**src/rtl/serial_bus_pkg.sv**
```systemverilog
// Shared constants and FSM state type for the serial slave-to-master read path.
package serial_bus_pkg;

  localparam int WORD_SIZE  = 8;
  localparam int BURST_SIZE = 12;

  localparam logic [1:0] READ_CMD = 2'b11;

  typedef enum logic [2:0] {
    IDLE      = 3'd0,
    FETCH     = 3'd1,
    HANDSHAKE = 3'd2,
    SHIFT     = 3'd3,
    DONE      = 3'd4
  } state_e;

endpackage

```
**src/rtl/slave_out_port_if.sv**
```systemverilog
// Slave-core / master-receiver signal bundle of the serial output port.
interface slave_out_port_if #(
  parameter int WORD_SIZE  = serial_bus_pkg::WORD_SIZE,
  parameter int BURST_SIZE = serial_bus_pkg::BURST_SIZE
);

  logic                  start;
  logic [BURST_SIZE-1:0] burst_num;
  logic [WORD_SIZE-1:0]  word_in;
  logic                  word_valid;
  logic                  word_ack;
  logic                  master_ready;
  logic                  slave_valid;
  logic                  tx_data;
  logic                  busy;
  logic                  tx_done;

  modport slave (
    input  start, burst_num, word_in, word_valid, master_ready,
    output word_ack, slave_valid, tx_data, busy, tx_done
  );

  modport master (
    output start, burst_num, word_in, word_valid, master_ready,
    input  word_ack, slave_valid, tx_data, busy, tx_done
  );

endinterface

```
**src/rtl/piso_shifter.sv**
```systemverilog
// Parallel-load shift register that shifts towards bit 0 and exposes a selected bit.
module piso_shifter #(
  parameter int WIDTH = 8,
  parameter int SEL_W = 3
) (
  input  logic             clk,
  input  logic             reset,
  input  logic             load_i,
  input  logic             shift_i,
  input  logic [WIDTH-1:0] data_i,
  input  logic [SEL_W-1:0] sel_i,
  output logic             bit_o
);

  logic [WIDTH-1:0] data_q;

  always_ff @(posedge clk or negedge reset) begin
    if (!reset) begin
      data_q <= '0;
    end else if (load_i) begin
      data_q <= data_i;
    end else if (shift_i) begin
      data_q <= {1'b0, data_q[WIDTH-1:1]};
    end
  end

  assign bit_o = data_q[sel_i];

endmodule

```
**src/rtl/slave_out_port.sv**
```systemverilog
// Serialises a burst of words from the slave core onto tx_data, LSB first,
// with a valid/ready handshake carrying bit 0 of each word.
module slave_out_port #(
  parameter int WORD_SIZE  = serial_bus_pkg::WORD_SIZE,
  parameter int BURST_SIZE = serial_bus_pkg::BURST_SIZE
) (
  input  logic            clk,
  input  logic            reset,
  slave_out_port_if.slave bus
);

  localparam int               BIT_W    = (WORD_SIZE > 1) ? $clog2(WORD_SIZE) : 1;
  localparam logic [BIT_W-1:0] LAST_BIT = BIT_W'(WORD_SIZE - 1);
  localparam logic [BIT_W-1:0] NEXT_SEL = BIT_W'(1);

  serial_bus_pkg::state_e state_q;
  logic [BURST_SIZE-1:0]  burst_q;
  logic [BURST_SIZE-1:0]  word_cnt_q;
  logic [BIT_W-1:0]       bit_cnt_q;
  logic                   slave_valid_q;
  logic                   tx_data_q;
  logic                   word_ack_q;
  logic                   busy_q;
  logic                   tx_done_q;

  logic load_d;
  logic shift_d;
  logic next_bit;

  assign load_d  = (state_q == serial_bus_pkg::FETCH) && bus.word_valid;
  // The shifter always holds the next bit to send at index 1.
  assign shift_d = ((state_q == serial_bus_pkg::HANDSHAKE) && bus.master_ready) ||
                   ((state_q == serial_bus_pkg::SHIFT) && (bit_cnt_q != LAST_BIT));

  piso_shifter #(
    .WIDTH (WORD_SIZE),
    .SEL_W (BIT_W)
  ) u_piso (
    .clk     (clk),
    .reset   (reset),
    .load_i  (load_d),
    .shift_i (shift_d),
    .data_i  (bus.word_in),
    .sel_i   (NEXT_SEL),
    .bit_o   (next_bit)
  );

  always_ff @(posedge clk or negedge reset) begin
    if (!reset) begin
      state_q       <= serial_bus_pkg::IDLE;
      burst_q       <= '0;
      word_cnt_q    <= '0;
      bit_cnt_q     <= '0;
      slave_valid_q <= 1'b0;
      tx_data_q     <= 1'b0;
      word_ack_q    <= 1'b0;
      busy_q        <= 1'b0;
      tx_done_q     <= 1'b0;
    end else begin
      word_ack_q <= 1'b0;
      tx_done_q  <= 1'b0;
      case (state_q)
        serial_bus_pkg::IDLE: begin
          if (bus.start) begin
            burst_q    <= bus.burst_num;
            word_cnt_q <= '0;
            busy_q     <= 1'b1;
            state_q    <= serial_bus_pkg::FETCH;
          end
        end
        serial_bus_pkg::FETCH: begin
          if (bus.word_valid) begin
            word_ack_q    <= 1'b1;
            slave_valid_q <= 1'b1;
            tx_data_q     <= bus.word_in[0];
            state_q       <= serial_bus_pkg::HANDSHAKE;
          end
        end
        serial_bus_pkg::HANDSHAKE: begin
          if (bus.master_ready) begin
            slave_valid_q <= 1'b0;
            tx_data_q     <= next_bit;
            bit_cnt_q     <= BIT_W'(1);
            state_q       <= serial_bus_pkg::SHIFT;
          end
        end
        serial_bus_pkg::SHIFT: begin
          if (bit_cnt_q == LAST_BIT) begin
            tx_data_q <= 1'b0;
            bit_cnt_q <= '0;
            // Compare before incrementing so a full-range burst never wraps.
            if (word_cnt_q == burst_q) begin
              tx_done_q <= 1'b1;
              busy_q    <= 1'b0;
              state_q   <= serial_bus_pkg::DONE;
            end else begin
              word_cnt_q <= word_cnt_q + 1'b1;
              state_q    <= serial_bus_pkg::FETCH;
            end
          end else begin
            tx_data_q <= next_bit;
            bit_cnt_q <= bit_cnt_q + 1'b1;
          end
        end
        serial_bus_pkg::DONE: begin
          state_q <= serial_bus_pkg::IDLE;
        end
        default: begin
          state_q <= serial_bus_pkg::IDLE;
        end
      endcase
    end
  end

  assign bus.word_ack    = word_ack_q;
  assign bus.slave_valid = slave_valid_q;
  assign bus.tx_data     = tx_data_q;
  assign bus.busy        = busy_q;
  assign bus.tx_done     = tx_done_q;

endmodule
```
**src/flat_wrapper.sv**
```systemverilog
// flat-port wrapper written by rule: the top's interface ports become plain ports
module slave_out_port_flat 
#(
  parameter int WORD_SIZE  = serial_bus_pkg::WORD_SIZE,
  parameter int BURST_SIZE = serial_bus_pkg::BURST_SIZE
)
  (clk, reset, bus_start, bus_burst_num, bus_word_in, bus_word_valid, bus_master_ready, bus_word_ack, bus_slave_valid, bus_tx_data, bus_busy, bus_tx_done);
  slave_out_port_if #(.WORD_SIZE(WORD_SIZE), .BURST_SIZE(BURST_SIZE)) bus_i ();
  input  logic clk;
  input  logic reset;
  input wire logic [$bits(bus_i.start)-1:0] bus_start;
  input wire logic [$bits(bus_i.burst_num)-1:0] bus_burst_num;
  input wire logic [$bits(bus_i.word_in)-1:0] bus_word_in;
  input wire logic [$bits(bus_i.word_valid)-1:0] bus_word_valid;
  input wire logic [$bits(bus_i.master_ready)-1:0] bus_master_ready;
  output wire logic [$bits(bus_i.word_ack)-1:0] bus_word_ack;
  output wire logic [$bits(bus_i.slave_valid)-1:0] bus_slave_valid;
  output wire logic [$bits(bus_i.tx_data)-1:0] bus_tx_data;
  output wire logic [$bits(bus_i.busy)-1:0] bus_busy;
  output wire logic [$bits(bus_i.tx_done)-1:0] bus_tx_done;
  assign bus_i.start = bus_start;
  assign bus_i.burst_num = bus_burst_num;
  assign bus_i.word_in = bus_word_in;
  assign bus_i.word_valid = bus_word_valid;
  assign bus_i.master_ready = bus_master_ready;
  assign bus_word_ack = bus_i.word_ack;
  assign bus_slave_valid = bus_i.slave_valid;
  assign bus_tx_data = bus_i.tx_data;
  assign bus_busy = bus_i.busy;
  assign bus_tx_done = bus_i.tx_done;
  slave_out_port #(.WORD_SIZE(WORD_SIZE), .BURST_SIZE(BURST_SIZE)) u_core (.clk(clk), .reset(reset), .bus(bus_i));
endmodule
```
**config.mk**
```make
export PLATFORM = sky130hd
export DESIGN_NAME = slave_out_port_flat
export DESIGN_NICKNAME = d
export VERILOG_FILES = /design/src/rtl/serial_bus_pkg.sv /design/src/rtl/slave_out_port_if.sv /design/src/rtl/piso_shifter.sv /design/src/rtl/slave_out_port.sv /design/src/flat_wrapper.sv
export SDC_FILE = /design/constraint.sdc
export NUM_CORES = 1
export LEC_CHECK = 0
export CAP_MARGIN = 20
export CORE_AREA = 2 2 84 86
export CTS_CLUSTER_DIAMETER = 200
export DETAILED_ROUTE_END_ITERATION = 7
export DIE_AREA = 0 0 86 88
export GPL_ROUTABILITY_DRIVEN = 0
export MAX_ROUTING_LAYER = met4
export PLACE_DENSITY = 0.57
export SYNTH_ARGS = -nofsm -noshare
export SYNTH_HDL_FRONTEND = slang
export SYNTH_HIERARCHICAL = 1
export SYNTH_SLANG_ARGS = --single-unit
```
**constraint.sdc**
```tcl
create_clock -name clk -period 3.4 [get_ports clk]
set_input_delay 1.02 -clock clk [delete_from_list [all_inputs] [get_ports clk]]
set_output_delay 1.02 -clock clk [all_outputs]
set_load 0.02 [all_outputs]
```
=== Yosys cells after proc, flatten, opt, wreduce, memory -nomap -nowiden ===
Index checks and enable logic that the tools add are counted.

* Reductions and logical operators: 17
* Muxes and demuxes: 31
* Add/sub/neg operators: 2
* Eq/ne operators: 12

{| class="wikitable"
|+ Operators with widths
! kind !! number
|-
| 2-to-1 mux 12 bit || 3
|-
| one-hot mux 12 bit (2 select lines) || 1
|-
| 2-to-1 mux 3 bit || 7
|-
| 2-to-1 mux 8 bit || 2
|-
| 2-to-1 mux 1 bit || 13
|-
| adder 12 x 1 -> 12 bit, second input constant || 1
|-
| equality test 12 bit || 1
|-
| != test 2 bit, second input constant || 6
|-
| one-hot mux 3 bit (4 select lines) || 1
|-
| AND reduction 4 bit || 3
|-
| nonzero test 2 bit || 4
|-
| equality test 3 x 2 -> 1 bit, second input constant || 2
|-
| one-hot mux 3 bit (2 select lines) || 1
|-
| AND reduction 3 bit || 2
|-
| one-hot mux 1 bit (2 select lines) || 2
|-
| AND reduction 2 bit || 2
|-
| adder 3 x 1 -> 3 bit, second input constant || 1
|-
| equality test 3 x 1 -> 1 bit, second input constant || 1
|-
| equality test 3 bit, second input constant || 1
|-
| logical AND 1 bit || 3
|-
| logical NOT 3 bit || 1
|-
| != test 3 bit, second input constant || 1
|-
| one-hot mux 1 bit (3 select lines) || 1
|-
| nonzero test 3 bit || 1
|-
| logical OR 1 bit || 1
|}

* Flip-flop bits (word level): 43
* Input port bits: 25
* Word-level logic and storage cells: 72

=== Logic depth before layout (Yosys ltp) ===
Gate-level depths: netlist (run 1).

* Depth after elaboration: 5
* Gate-level depth with buffers: 8
* Gate-level depth less buffers: 7

=== Cells and area by module ===
Netlist (run 1), hierarchy kept.

{| class="wikitable"
|+ By module, submodules not included
! module !! cells each !! area an instance (um^2) !! instances
|-
| slave_out_port || 204 || 1855.5 || 1
|-
| piso_shifter || 36 || 416.6 || 1
|}

=== Worst setup path before layout (run 1) ===
OpenSTA, ideal clock, no wires.

* Path kind: input to register
* From: input port bus_start
* To: register u_core.burst_q[10]
* Library setup time: 117 ps
* Arrival: 2090 ps
* Data required time: 3283 ps
* Path slack: 1194 ps
* Cell stages on the path: 6
* Cells stage by stage: or3b_1 a21oi_2 nand2_1 buf_2 nand2_1 nand2_1

* Word-level cells in the longest chain between the ends: 1

{| class="wikitable"
|+ Ends and longest elaborated chain
! element !! RTL line !! text
|-
| start: declaration || flat_wrapper.sv:11 || <nowiki>input wire logic [$bits(bus_i.start)-1:0] bus_start;</nowiki>
|-
| AND reduction 2 bit (no source line) || n/a ||
|-
| end signal: assignment || slave_out_port.sv:65 || <nowiki>burst_q <= bus.burst_num;</nowiki>
|-
| end: declaration || slave_out_port.sv:17 || <nowiki>logic [BURST_SIZE-1:0] burst_q;</nowiki>
|}

Every way passes these cells.
A chain may end at the register's enable or synchronous reset.

=== Worst setup path in the final report (run 1) ===
* From: input port bus_start
* To: register u_core.burst_q[4]

Same word-level chain as after synthesis.

==> metrics.txt, run 1 <==
Die ar. ~7600 um2; DRC errors left 0; Detailed Place HPWL 3.28 mm; Ys Warns 6; ys async rst share 100%; Primary FF master, synth dfrtp_1; Post-Place Cells roughly 350; initial drt markers 141; htree depth 2; Critical Path Fanout Max 13; CP Launch Type input pin; Clk pwr share between 10% and 20%; first drt pass iteration count 4; critical path required time about 3.6 ns; Syn Area/Cell ~9.5 um2; Worst-Margin Slew between 0.5 and 0.6 ns; post-synthesis sequential element count 43; area leader, netlist dfrtp_1; worst r2r src u_core/word_cnt_q[2]$_DFFE_PN0P_; area delta synth->final 21.5%; # rows 30; hold_ws roughly 0.50 ns; Max Cap Violations 0; Max Slew Vio Count 0; Final Critical Period roughly 2.6 ns; status completed; total CTS buffers 5; die width 86 um; endpoints failing setup 0; Hold Fails Final Rpt 0; Sink Count 43; post_cts resized 0; Wirelength per Cell roughly 13 um; Via-to-Cell Ratio between 5 and 6; Clk pin slew, worst setup/hold paths about 0.08 ns; FF-to-FF path depth 5; Setup CP Type in -> reg; GRT overflow 0; CTS tree built; Commonest cells post-synth nand2_1, dfrtp_1, nand3_1, o21ai_0, xor2_1; sequential area share after synthesis 47.4%; largest cells by area after synthesis dfrtp_1, nand2_1, xor2_1, mux2i_1, nand3_1; critical path arrival 2.75 ns; Switching Fraction roughly two fifths; Final nets roughly 300; Clock Skews between 0.006 and 0.007 ns; leak pwr roughly 1.2 nW; Cells after Synth between 200 and 250; Detail Route Antenna Nets 0; Power Dens Cells ~780 nW/um2; Hold Path Sink u_core/bus.tx_data$_DFFE_PN0P_; initial antenna violation count 0; CTS root buf clkbuf_8; Antenna Cells 0; hold_sp u_core/bus.tx_data$_DFFE_PN0P_; Final Worst Setup Slack a little over 0.8 ns; Starting Density between 30% and 40%; mapped cell area about 2300 um2; RSZ-0062 raised after global routing false; final period utilization between 70% and 80%; Slew headroom between 60% and 70%; pin count of the biggest net entering global routing 44; Comb pwr share between 30% and 40%; Hold Crit Class reg -> reg; All-Layer GR Usage between 10 and 15%; Synth top area share between 40 and 50%; Max VDD drop 0.356 mV; Post-synth EDFFs 0; Reg2Reg Setup Slack about 1.3 ns; Hold Crit Depth 1; Place WS approximately 0.54 ns; CTS Hold Bufs 0; kind of end point of the critical path flop; Pint about 1.3 mW; Peak Freq 0.389 GHz; I/O pins 30; Vias 1,811; net switching component of the power around 0.82 mW; DIE HEIGHT slightly below 90 um; vias in the first global route approximately 1.7k; Yosys cell types 40; Max Root-Sink Buffers 2; final wirelength around 4.7 mm; most frequent cell after synthesis nand2_1; share of cells above drive strength 1 under 10%; later-pin clock latency in the skew report approximately 0.29 ns; Core Area between 6000 and 7000 um2; Port Buffers 29; sequential share of power about 45%; FF-to-FF End u_core/word_cnt_q[0]$_DFFE_PN0P_; Sum Neg Setup Slack 0 ns; wire length of the first global-routing pass ~8 mm; non-filler instance count after layout 354; Setup crit start bus_start; Setup Fix Bufs, Post-CTS 0
## worst max-delay path by stage
stage,endpoint,slack (ns),depth (start not counted)
finish,u_core/burst_q[4]$_DFFE_PN0P_,0.83,7
global route,u_core/burst_q[3]$_DFFE_PN0P_,0.73,7
CTS,u_core/burst_q[6]$_DFFE_PN0P_,0.84,7
detailed placement,u_core/burst_q[6]$_DFFE_PN0P_,0.54,7
global placement,u_core/burst_q[8]$_DFFE_PN0P_,0.57,7
floorplan,u_core/burst_q[10]$_DFFE_PN0P_,1.19,6
## cell type report
type / instances / area, um2
Timing Repair Buffer: 35 / 350
Multi-Input combinational cell: 185 / 1120
Inverter: 3 / 11.3
Sequential cell: 43 / 1080
Fill cell: 658 / 3880
Clock buffer: 8 / 100
Tap cell: 80 / 100
## power groups by stage
| stage | Clock (mW) | Combinational [mW] | Sequential (mW) |
|---|---|---|---|
| 3_5_place_dp | 0 | 0.848 | 0.969 |
| 4_1_cts | 0.368 | 0.853 | 0.961 |
| 6_report | 0.353 | 0.844 | 0.961 |
| 3_3_place_gp | 0 | 0.830 | 0.970 |
| 2_1_floorplan | 0 | 0.692 | 0.885 |
| 5_1_grt | 0.391 | 0.968 | 1.00 |
## flip-flops by register name, summed over array words and instances (netlist names), 3 cells and up
name	cells
u_core/u_piso/data_q	8
u_core/state_q	3
u_core/word_cnt_q	12
u_core/burst_q	12
u_core/bit_cnt_q	3
## cell usage in the layout, fill, tap and decap left out, drive strengths merged, types with 4 or more instances in the layout
master / count
a21oi: 10
a22o: 5
and3: 4
buf: 7
clkbuf: 8
clkdlybuf4s50: 28
conb: 5
dfrtp: 43
mux2i: 8
nand2: 61
nand3: 14
nor2: 7
nor4: 5
o211ai: 5
o21ai: 14
o311ai: 4
xor2: 12
## cell families after synthesis
| group | Yosys count | share of synthesized area, % |
|---|---|---|
| muxes | 12 | 6.83 |
| xor gates and xnor gates | 12 | 4.63 |
| buffers and inverters | 15 | 3.74 |
| AOI/OAI and AO/OA | 46 | 13.4 |
| DFF | 43 | 47.4 |
| other | 2 | 0.331 |
| and+or+nand+nor | 107 | 22.1 |
| adders and majority gates | 3 | 1.65 |
## through the flow
step                      utilization, %  area (um2)  power [mW]
after global placement              39.6        2630        1.80
after global routing                41.5        2760        2.36
after detailed placement            39.6        2630        1.82
after CTS                           41.1        2730        2.18
after floorplan                        -        2280        1.58
final                               41.5        2760        2.16
## layer usage
| metal | share of wire (%) | wire (um) | track usage (%) |
|---|---|---|---|
| met3 | 3.5 | 167 | 3.11 |
| met1 | 49 | 2320 | 19.2 |
| met2 | 47 | 2200 | 20.2 |
| met5 | 0 | 0 | - |
| met4 | 0.72 | 34 | 4.04 |
## critical path, cell delays in order
cell and delay, ns:
clkdlybuf4s50_1 0.48, or3b_1 0.39, a21oi_2 0.16, nand2_1 0.30, buf_4 0.28, nand2_1 0.07
nand2_1 0.05
Note: power is estimated with default switching activity, not from simulation.
==> inputs of run 2 (changes only) <==
==> constraint.sdc (replaced) <==
create_clock -name clk -period 2.4 [get_ports clk]
set_input_delay 0.72 -clock clk [delete_from_list [all_inputs] [get_ports clk]]
set_output_delay 0.72 -clock clk [all_outputs]
set_load 0.02 [all_outputs]
==> metrics.txt, run 2 (synthesized netlist as in run 1, its figures left out) <==
status completed (unchanged); dpl cell area 2660 um2 (was 2630 um2); Clk pin slew, worst setup/hold paths 0.08 ns (about the same); CP max-delay cell clkdlybuf4s50_1 (unchanged); Final nets 303 (was 301); Detailed Place HPWL 3.36 mm (was 3.28 mm); RSZ-0062 raised after global routing false (unchanged); Clock Skews 0.00570 ns (was 0.00690 ns); Detail Route Antenna Nets 0 (unchanged); Via-to-Cell Ratio 5.03 (was 5.12); final period utilization around 89%; leak pwr 1.23 nW (was 1.22 nW); initial drt markers 121 (was 141); endpoints failing setup 0 (unchanged); CTS Hold Bufs 0 (unchanged); htree depth 2 (unchanged); DIE HEIGHT 88 um (unchanged); share of cells above drive strength 1 7.61% (was 6.93%); Worst-Margin Slew 0.549 ns (was 0.538 ns); Hold Fails Final Rpt 0 (unchanged); DRC errors left 0 (unchanged); I/O pins 30 (unchanged); CP Launch Type input pin (unchanged); later-pin clock latency in the skew report 0.30 ns (was 0.29 ns); critical path's largest stage delay 0.49 ns (was 0.48 ns); Vias 1,792 (was 1,811); CTS root buf clkbuf_8 (unchanged); Setup CP Type in -> reg (unchanged); Max Slew Vio Count 0 (unchanged); post_cts resized 0 (unchanged); initial antenna violation count 0 (unchanged); wire length of the first global-routing pass 8.03 mm (was 8.07 mm); critical path required time 2.56 ns (was 3.58 ns); Core Area 6640 um2 (unchanged); fin util 41.5% (about the same); All-Layer GR Usage 13.9% (was 13.8%); non-filler instance count after layout 356 (was 354); Max Cap Violations 0 (unchanged); Final Critical Period 2.14 ns; Power Dens Cells 1120 nW/um2 (was 782 nW/um2); vias in the first global route 1,671 (was 1,674); total CTS buffers 5 (unchanged); final wirelength 4.75 mm (was 4.72 mm); Hold Crit Class in -> async (was reg -> reg); GRT overflow 0 (unchanged); Max VDD drop 0.361 mV (was 0.356 mV); Port Buffers 29 (unchanged); Setup Fix Bufs, Post-CTS 0 (unchanged); kind of end point of the critical path flop (unchanged); commonest non-fill, non-tap cell in the layout nand2_1 (unchanged); Sink Count 43 (unchanged); Wirelength per Cell 13.3 um (about the same); Max Root-Sink Buffers 2 (unchanged); Post-Place Cells 348 (was 345); Peak Freq about 0.47 GHz; CTS tree built (unchanged); first drt pass iteration count 4 (unchanged); most frequent cells in the layout nand2_1, dfrtp_1, clkdlybuf4s50_1, nand3_1, o21ai_0 (unchanged); die width 86 um (unchanged); FF-to-FF path depth 5 (unchanged); critical path arrival 2.30 ns (was 2.75 ns); pin count of the biggest net entering global routing 44 (unchanged); Starting Density 34.2% (unchanged); Antenna Cells 0 (unchanged); Critical Path Fanout Max 6 (was 13); worst path cell trace clkdlybuf4s50_1 > or3b_1 > a21o_1 > o311ai_0 > o21ai_0 (was clkdlybuf4s50_1 > or3b_1 > a21oi_2 > nand2_1 > buf_4 > nand2_1 > nand2_1); Die ar. 7570 um2 (unchanged); Slew headroom 63.4% (was 64.1%); area delta synth->final 21.3% (was 21.5%); Largest regs u_core/burst_q (12), u_core/word_cnt_q (12), u_core/u_piso/data_q (8) (unchanged); Design Area, Final 2760 um2 (about the same); # rows 30 (unchanged); Sum Neg Setup Slack 0 ns (unchanged)
[run 2: changes by cell type in the layout (fill, tap and decap cells not counted)]
| cell | delta |
|---|---|
| buf_16 | -1 |
| buf_4 | +3 |
[run 2: per-stage QoR]
stage | worst slack, ns | power, mW | hold slack, ns
3_5_place_dp | -0.0800 | 2.58 | 0.485
6_report | 0.260 | 3.08 | 0.490
3_3_place_gp | -0.0294 | 2.55 | 0.477
5_1_grt | 0.115 | 3.34 | 0.521
4_1_cts | 0.252 | 3.11 | 0.506
2_1_floorplan | 0.494 | 2.24 | 0.424
[run 2: final cells by class]
class | count | area (um2)
Clock buffer | 8 | 100
Timing Repair Buffer | 37 | 345
Multi-Input combinational cell | 185 | 1120
Inverter | 3 | 11.3
Sequential cell | 43 | 1080
Tap cell | 80 | 100
Fill cell | 671 | 3890
[run 2: final timing paths]
| check | start | slack [ns] | endpoint |
|---|---|---|---|
| max | bus_start | 0.26 | u_core/word_cnt_q[3]$_DFFE_PN0P_ |
| min | reset | 0.49 | u_core/bus.tx_data$_DFFE_PN0P_ |
| max reg2reg | u_core/word_cnt_q[2]$_DFFE_PN0P_ | 0.42 | u_core/word_cnt_q[0]$_DFFE_PN0P_ |
| min reg2reg | u_core/burst_q[8]$_DFFE_PN0P_ | 0.50 | u_core/burst_q[8]$_DFFE_PN0P_ |
| max in group asynchronous | reset | 1.54 | u_core/u_piso/data_q[1]$_DFFE_PN0P_ |
| min in group clk | u_core/burst_q[8]$_DFFE_PN0P_ | 0.50 | u_core/burst_q[8]$_DFFE_PN0P_ |
[run 2: report_power, final]
part,switching [mW],internal (mW),total (mW)
Combinational,0.609,0.601,1.21
Clock,0.248,0.263,0.511
Sequential,0.328,1.03,1.36
[run 2: worst max-delay path: cells and delay by family]
kind            cells  cell delay [ns]
simple gates        1             0.39
compound gates      3             0.71
buf+inv             1             0.49
[run 2: routing by layer]
layer  vias to the layer above  global-route usage (%)  wire length [um]
met5                         -                       -                 0
met4                         0                    6.06                65
met3                         4                    1.70               118
met2                        31                    20.9              2150
met1                       848                    18.7              2420
li1                        909                       -                 -
==> inputs of run 3 (changes only) <==
--- a/config.mk
+++ b/config.mk
@@ -6,10 +6,10 @@
 export NUM_CORES = 1
 export LEC_CHECK = 0
 export CAP_MARGIN = 20
-export CORE_AREA = 2 2 84 86
+export CORE_AREA = 2 2 88 82
 export CTS_CLUSTER_DIAMETER = 200
 export DETAILED_ROUTE_END_ITERATION = 7
-export DIE_AREA = 0 0 86 88
+export DIE_AREA = 0 0 90 84
 export GPL_ROUTABILITY_DRIVEN = 0
 export MAX_ROUTING_LAYER = met4
 export PLACE_DENSITY = 0.57
==> metrics.txt, run 3 (synthesized netlist as in run 1, its figures left out) <==
status completed (unchanged); Vias 1,810 (was 1,792); Hold Fails Final Rpt 0 (unchanged); leak pwr 1.23 nW (about the same); Detailed Place HPWL 3.48 mm (was 3.36 mm); initial drt markers 150 (was 121); first drt pass iteration count 4 (unchanged); Sink Count 43 (unchanged); Critical Path Fanout Max 6 (unchanged); Final nets 304 (was 303); Final Critical Period 2.17 ns (was 2.14 ns); critical path arrival 2.34 ns (was 2.30 ns); final wirelength 4.83 mm (was 4.75 mm); Slew headroom 62.9% (was 63.4%); share of cells above drive strength 1 7.97% (was 7.61%); Wirelength per Cell 13.1 um (was 13.3 um); Clk pin slew, worst setup/hold paths 0.08 ns (about the same); later-pin clock latency in the skew report 0.29 ns (was 0.30 ns); FF+latch area 1080 um2 (unchanged); endpoints failing setup 0 (unchanged); Design Area, Final 2770 um2 (was 2760 um2); initial antenna violation count 0 (unchanged); wire length of the first global-routing pass 8.58 mm (was 8.03 mm); Largest regs u_core/burst_q (12), u_core/word_cnt_q (12), u_core/u_piso/data_q (8) (unchanged); CP Launch Type input pin (unchanged); final period utilization 90.4% (was 89.2%); die width 90 um (was 86 um); area delta synth->final 21.8% (was 21.3%); Clock Skews 0.00499 ns (was 0.00570 ns); Hold Crit Class in -> async (unchanged); CP max-delay cell clkdlybuf4s50_1 (unchanged); dpl cell area 2680 um2 (was 2660 um2); CTS root buf clkbuf_8 (unchanged); Via-to-Cell Ratio 4.91 (was 5.03); Worst-Margin Slew 0.556 ns (was 0.549 ns); Core Area 6750 um2 (was 6640 um2); All-Layer GR Usage 14.3% (was 13.9%); Antenna Cells 0 (unchanged); Max Slew Vio Count 0 (unchanged); critical path's largest stage delay 0.49 ns (about the same); pin count of the biggest net entering global routing 44 (unchanged); critical path required time 2.57 ns (was 2.56 ns); Die ar. 7560 um2 (was 7570 um2); total CTS buffers 5 (unchanged); Setup CP Type in -> reg (unchanged); Max Cap Violations 0 (unchanged); Port Buffers 29 (unchanged); Setup Fix Bufs, Post-CTS 0 (unchanged); commonest non-fill, non-tap cell in the layout nand2_1 (unchanged); DIE HEIGHT 84 um (was 88 um); vias in the first global route 1,760 (was 1,671); CP bufs+invs 1 (unchanged); CTS Hold Bufs 0 (unchanged); Detail Route Antenna Nets 0 (unchanged); area occupied by multi-input gates 1120 um2 (unchanged); Setup crit start bus_start (unchanged); Top delay family on crit path compound AO/OA/AOI/OAI gates (unchanged); I/O pins 30 (unchanged); Starting Density 33.7% (was 34.2%); Max VDD drop 0.362 mV (was 0.361 mV); RSZ-0062 raised after global routing false (unchanged); Fill cells 728 (was 671); post_cts resized 0 (unchanged); DRC errors left 0 (unchanged); worst r2r src u_core/word_cnt_q[4]$_DFFE_PN0P_ (was u_core/word_cnt_q[2]$_DFFE_PN0P_); worst path cell trace clkdlybuf4s50_1 > or3b_1 > a21o_1 > o311ai_0 > o31ai_1 (was clkdlybuf4s50_1 > or3b_1 > a21o_1 > o311ai_0 > o21ai_0); Max Root-Sink Buffers 2 (unchanged); kind of end point of the critical path flop (unchanged); # rows 29 (was 30); Power Dens Cells 1090 nW/um2 (was 1120 nW/um2); GRT overflow 0 (unchanged); Peak Freq 0.461 GHz (was 0.467 GHz); power after layout 3.03 mW (was 3.08 mW); Final Worst Setup Slack 0.231 ns (was 0.260 ns); Place WS -0.0984 ns (was -0.0800 ns); htree depth 2 (unchanged); CTS tree built (unchanged); most frequent cells in the layout nand2_1, dfrtp_1, clkdlybuf4s50_1, nand3_1, o21ai_0 (unchanged)
-- run 3: cell count changes in the layout (fill, tap and decap cells not counted), sizes merged --
cell	before	now
clkbuf	8	6
buf	9	10
clkinv	0	1
-- run 3: final timing paths --
path,slack (ns),end,cells after the start
hold / removal,0.49,u_core/bus.word_ack$_DFF_PN0_,2
min in group clk,0.50,u_core/burst_q[8]$_DFFE_PN0P_,2
setup / recovery,0.23,u_core/word_cnt_q[5]$_DFFE_PN0P_,5
setup reg to reg,0.47,u_core/word_cnt_q[0]$_DFFE_PN0P_,5
hold reg to reg,0.50,u_core/burst_q[8]$_DFFE_PN0P_,2
max in group asynchronous,1.53,u_core/burst_q[5]$_DFFE_PN0P_,2
-- run 3: final cells by class --
type	instances	share of cell area, %
Multi-Input combinational cell	185	40.6
Sequential cell	43	38.9
Timing Repair Buffer	38	12.8
Tap cell	93	4.21
Clock buffer	6	2.99
Inverter	3	0.407
Clock inverter	1	0.181
-- run 3: routing by layer --
layer  global-route usage [%]  part of all wire, %
met1                     20.4                   53
met2                     20.3                   42
met3                     2.71                  3.5
met4                     5.31                  1.1
met5                        -                    0
-- run 3: through the flow --
stage / instances / hold WS, ns / util (%) / TNS [ns]
floorplan: 243 / 0.424 / - / 0
global placement: 362 / 0.474 / 39.7 / -0.979
detailed placement: 362 / 0.487 / 39.7 / -0.993
CTS: 369 / 0.504 / 41.0 / 0
global route: 369 / 0.526 / 41.0 / 0
finish: 369 / 0.489 / 41.0 / 0
-- run 3: power by group --
part	switching, mW	internal [mW]	leakage, nW
sequential	0.335	1.03	0.513
combinational	0.597	0.604	0.666
clock	0.235	0.226	0.0470
total	1.17	1.86	1.23
